**config.mk**
```make
export PLATFORM = sky130hd
export DESIGN_NAME = ysyx_23060136_bht_ctrl
export DESIGN_NICKNAME = d
export VERILOG_FILES = /design/src/rtl/ysyx_23060136_bht_ctrl.sv
export SDC_FILE = /design/constraint.sdc
export NUM_CORES = 1
export LEC_CHECK = 0
export ABC_CLOCK_PERIOD_IN_PS = 3880
export CAP_MARGIN = 30
export CORE_MARGIN = 8
export CORE_UTILIZATION = 40
export CTS_CLUSTER_SIZE = 28
export DETAILED_ROUTE_END_ITERATION = 6
export PLACE_DENSITY_LB_ADDON = 0.25
export REMOVE_ABC_BUFFERS = 1
export SYNTH_ARGS = -nofsm -noshare
export SYNTH_HDL_FRONTEND = slang
export SYNTH_SLANG_ARGS = --single-unit
```
**constraint.sdc**
```tcl
create_clock -name clk -period 3.88 [get_ports clk]
set_input_delay 0.582 -clock clk [delete_from_list [all_inputs] [get_ports clk]]
set_output_delay 0.582 -clock clk [all_outputs]
set_load 0.005 [all_outputs]
```
**src/rtl/ysyx_23060136_bht_ctrl.sv**
```systemverilog
// Branch history table of 2-bit saturating counters, untagged, indexed by pc[IDX_W+1:2].
// Lookup is zero-latency combinational; updates land on the next edge; clear sweeps one entry per cycle.
module ysyx_23060136_bht_ctrl #(
    parameter int ENTRY_NUM = 16,
    parameter int IDX_W     = 4,
    parameter int BITS_W    = 32
) (
    input  logic              clk,
    input  logic              rst,
    input  logic [BITS_W-1:0] IFU_pc,
    output logic              IFU_pre_take,
    input  logic [BITS_W-1:0] BHT_pc,
    input  logic              BHT_pre_true,
    input  logic              BHT_pre_false,
    input  logic              BHT_pre_take,
    input  logic              bht_clear,
    output logic              clear_busy,
    output logic [31:0]       perf_hit,
    output logic [31:0]       perf_miss
);

    typedef enum logic {
        IDLE  = 1'b0,
        CLEAR = 1'b1
    } state_t;

    state_t           state;
    logic [IDX_W-1:0] clr_idx;
    logic [1:0]       cnt [ENTRY_NUM];

    logic [IDX_W-1:0] ifu_idx;
    logic [IDX_W-1:0] upd_idx;
    logic             upd_vld;
    logic             upd_taken;
    logic [1:0]       cnt_cur;
    logic [1:0]       cnt_nxt;

    assign ifu_idx   = IFU_pc[IDX_W+1:2];
    assign upd_idx   = BHT_pc[IDX_W+1:2];
    assign upd_vld   = BHT_pre_true ^ BHT_pre_false;
    assign upd_taken = BHT_pre_take ^ BHT_pre_false;
    assign cnt_cur   = cnt[upd_idx];

    // Only the index bits take part; the rest of each PC is deliberately ignored.
    logic unused_pc_bits;
    assign unused_pc_bits = ^{IFU_pc[BITS_W-1:IDX_W+2], IFU_pc[1:0],
                              BHT_pc[BITS_W-1:IDX_W+2], BHT_pc[1:0]};

    always_comb begin
        cnt_nxt = cnt_cur;
        if (upd_taken) begin
            if (cnt_cur != 2'b11) cnt_nxt = cnt_cur + 2'b01;
        end else begin
            if (cnt_cur != 2'b00) cnt_nxt = cnt_cur - 2'b01;
        end
    end

    // Read is taken before any same-cycle write, so there is no bypass path.
    assign IFU_pre_take = (state == IDLE) && cnt[ifu_idx][1];

    always_ff @(posedge clk or negedge rst) begin
        if (!rst) begin
            state      <= IDLE;
            clr_idx    <= '0;
            clear_busy <= 1'b0;
        end else begin
            case (state)
                IDLE: begin
                    if (bht_clear) begin
                        state      <= CLEAR;
                        clr_idx    <= '0;
                        clear_busy <= 1'b1;
                    end
                end
                CLEAR: begin
                    if (bht_clear) begin
                        clr_idx <= '0;
                    end else if (clr_idx == IDX_W'(ENTRY_NUM - 1)) begin
                        state      <= IDLE;
                        clr_idx    <= '0;
                        clear_busy <= 1'b0;
                    end else begin
                        clr_idx <= clr_idx + 1'b1;
                    end
                end
                default: begin
                    state      <= IDLE;
                    clear_busy <= 1'b0;
                end
            endcase
        end
    end

    // Updates arriving while clearing, or alongside a clear request, are discarded.
    always_ff @(posedge clk or negedge rst) begin
        if (!rst) begin
            for (int i = 0; i < ENTRY_NUM; i++) cnt[i] <= 2'b01;
        end else if (state == CLEAR) begin
            cnt[clr_idx] <= 2'b01;
        end else if (upd_vld && !bht_clear) begin
            cnt[upd_idx] <= cnt_nxt;
        end
    end

    always_ff @(posedge clk or negedge rst) begin
        if (!rst) begin
            perf_hit  <= '0;
            perf_miss <= '0;
        end else if (upd_vld) begin
            if (BHT_pre_true) perf_hit  <= perf_hit + 32'd1;
            else              perf_miss <= perf_miss + 32'd1;
        end
    end

endmodule

```
==> out/results.md <==
Global route
• number of antenna violations at the first check in global routing: 0
• pin count of the biggest net entering global routing: 37
• first-pass GRT wire length: 21100 µm
• sum of overflow across all layers after global routing: 0
• via count of the first global-routing pass: 4145
• total routing usage reported by global routing: 15.9%

Placed design
• Worst Setup Slack post-DPL: 0.466 ns
• Port Buffers: 79
• post-DP HPWL: 9280 µm
• Final GP Congestion: 0.858

Worst setup path
• slowest CP cell: sky130_fd_sc_hd__clkdlybuf4s50_1
• Crit Path Max Fanout: 4
• endpoint arrival time on the critical path: 2.82 ns
• data required time of the worst path: 3.30 ns
• type of element capturing the critical path: output pin
• Crit Path Category: in2out
• longest individual stage delay on the worst path: 0.63 ns
• ordered cell list for the critical path: clkdlybuf4s50_1, mux4_2, mux4_2, nor2b_1, clkdlybuf4s50_1
• type of origin of the critical path: primary input
• dominant delay contributor by cell family on the critical path: buffers and inverters
• crit path buf inv count: 2

Detailed routing
• starting DRC count in detailed routing: 349
• Antenna Violating Nets Remaining: 0
• total vias in the final route: 4154
• final WL: 12900 µm
• routed len/inst: 17.1 µm
• DRC: 0
• router iterations before antenna repair: 4
• Via density: 5.52

Cells and area
• layout overhead on the synthesized area: 23.4%
• count of nets after finishing: 649
• share of final-layout standard cells stronger than drive strength 1: 10.8%
• Diodes inserted: 0
• end-of-flow core utilization: 49.9%

Synth
• dominant register cell in the synthesized netlist: sky130_fd_sc_hd__dfrtp_1
• biggest area consumer among synthesized cells: sky130_fd_sc_hd__dfrtp_1
• sequential cell area fraction in the yosys report: 48.6%
• top-area cell type share of the netlist area: 40.7%
• Synth area leaders: sky130_fd_sc_hd__dfrtp_1 (41%), sky130_fd_sc_hd__dfstp_2 (7.9%), sky130_fd_sc_hd__xnor2_1 (6.3%), sky130_fd_sc_hd__xor2_1 (4.3%), sky130_fd_sc_hd__mux4_2 (3.4%)
• count of distinct cell types in the synthesized netlist: 45
• FFs w/ async S/R, synth: 100%
• number of enable flip-flop cells after synthesis: 0
• Yosys warning count: 0
• cell area after technology mapping: 0.00529 mm²
• register bit total from synthesis: 102
• synthesized instance count: 494
• average size of a mapped cell: 10.7 µm²

Clocking
• clock sink total: 102
• number of levels the H-tree was split into: 3
• count of hold-fix buffers inserted at cts: 0
• CTS Root Buffer Type: sky130_fd_sc_hd__clkbuf_16
• clock-pin slew of the registers on the worst-case setup and hold paths: 0.07 ns
• count of buffers added by post-CTS timing repair for setup: 0
• CTS tree: yes
• insertion delay of the later-clocked pin in the worst-skew pair: 0.35 ns
• CTS Buffer Depth: 2
• post-CTS resize count: 0
• total CTS buffers: 9

Floorplan
• core area: 0.0131 mm²
• standard-cell rows: 42
• die area: 0.0172 mm²
• vertical die dimension: 131 µm
• I/O pin total: 136
• initial core utilization: 40.4%
• Horiz. Die Dim: 131 µm

Hold path
• classification of the worst-slack hold path: in2async

Timing
• RSZ-0062 raised after global routing: false
• setup clock skew after layout: 0.00826 ns
• minimum setup slack in the final design: 0.474 ns
• top achievable clock speed: 294 MHz
• Tightest Pin Transition: 0.991 ns
• Pins Over Slew Limit: 0
• share of the clock period used by the worst path after layout: 87.8%
• max-slew headroom at the worst pin: 33.3%
• # setup viols final: 0
• final critical delay including setup and external delays: 3.41 ns
• number of hold violations in the final report: 0
• final-layout setup total negative slack: 0 ns

Job
• total of max-cap violations: 0

Pwr
• leakage power: 2.72 nW
• sum of internal, switching and leakage power: 2.55 mW
• maximum ir drop on the vdd rail: 0.199 mV
• PD cells: 390 mW/mm²

Run status
• status: completed

## metrics by stage
step	hold slack [ns]	cells	area, µm²
floorplan	0.286	472	5170
global placement	0.456	736	6240
detailed placement	0.456	736	6240
CTS	0.173	752	6530
global route	0.189	752	6530
finish	0.160	752	6530
## registers in the layout, summed over array words and instances (netlist names)
signal,flops
perf_hit,32
state,1
perf_miss,32
clr_idx,4
cnt,32
clear_busy,1
## Yosys cell counts, drive strengths merged (3+ instances only)
master / instances
a311oi: 12
a221oi: 3
o21ai: 4
a31oi: 11
inv: 8
and4: 9
nor2: 41
mux4: 11
a21boi: 8
ha: 8
mux2i: 9
nand3: 26
dfrtp: 86
a21oi: 23
nand2b: 3
nor2b: 8
nor3: 10
nand4: 15
mux2: 4
a211oi: 10
dfstp: 16
xnor2: 38
clkbuf: 16
and3: 16
nand2: 47
xor2: 26
buf: 6
and2: 5
nor3b: 3
## logic make-up (layout without fill, tap and decap cells)
family	Yosys count	count (layout)	synth area share (%)
xor+xnor	64	64	10.6
fa+ha+maj	9	9	2.11
compound gates	75	75	10.3
mux	24	24	7.45
simple gates	190	190	18.0
flops	102	102	48.6
buf+inv	30	112	2.86
## cell usage in the layout, fill, tap and decap left out, drive strengths merged, types with 12 or more instances in the layout
cell type      netlist  final
a311oi              12     12
xor2                26     26
xnor2               38     38
nand2               47     47
dfrtp               86     86
nor2                41     41
a21oi               23     23
nand3               26     26
dfstp               16     16
and3                16     16
nand4               15     15
clkdlybuf4s50        0     78
## path summary, 6_finish.rpt
check	start	to	slack, ns	depth (start not counted)
hold / removal	rst	perf_hit[20]	0.16	1
min in group clk	perf_miss[31]	perf_miss[31]	0.47	1
hold reg to reg	perf_miss[31]	perf_miss[31]	0.47	1
max in group asynchronous	rst	cnt[20]	2.86	2
setup reg to reg	cnt[23]	cnt[25]	1.66	5
setup / recovery	IFU_pc[2]	IFU_pre_take	0.47	5
## where the power goes
group	leakage, nW	internal, mW	switching [mW]
sequential	1.33	1.17	0.102
clock	0.130	0.460	0.415
combinational	1.26	0.218	0.185
total	2.72	1.84	0.702
## cell type report
type                       count  area (µm²)
sequential                   102        2570
inverter                       8        30.0
clock inverter                 5        42.5
multi-input combinational    362        2560
tap                          176         220
timing repair buffer          88         856
clock buffer                  11         243
fill                        1156        6560
## metal layers
metal  vias to the layer above  global-route usage, %  part of all wire (%)
met4                         0                   5.81                   1.9
met2                       125                   24.0                    44
met5                         -                      0                     0
li1                       1937                      -                     -
met3                        19                   4.91                   7.3
met1                      2073                   20.9                    47
(Power assumes the default switching activity.)
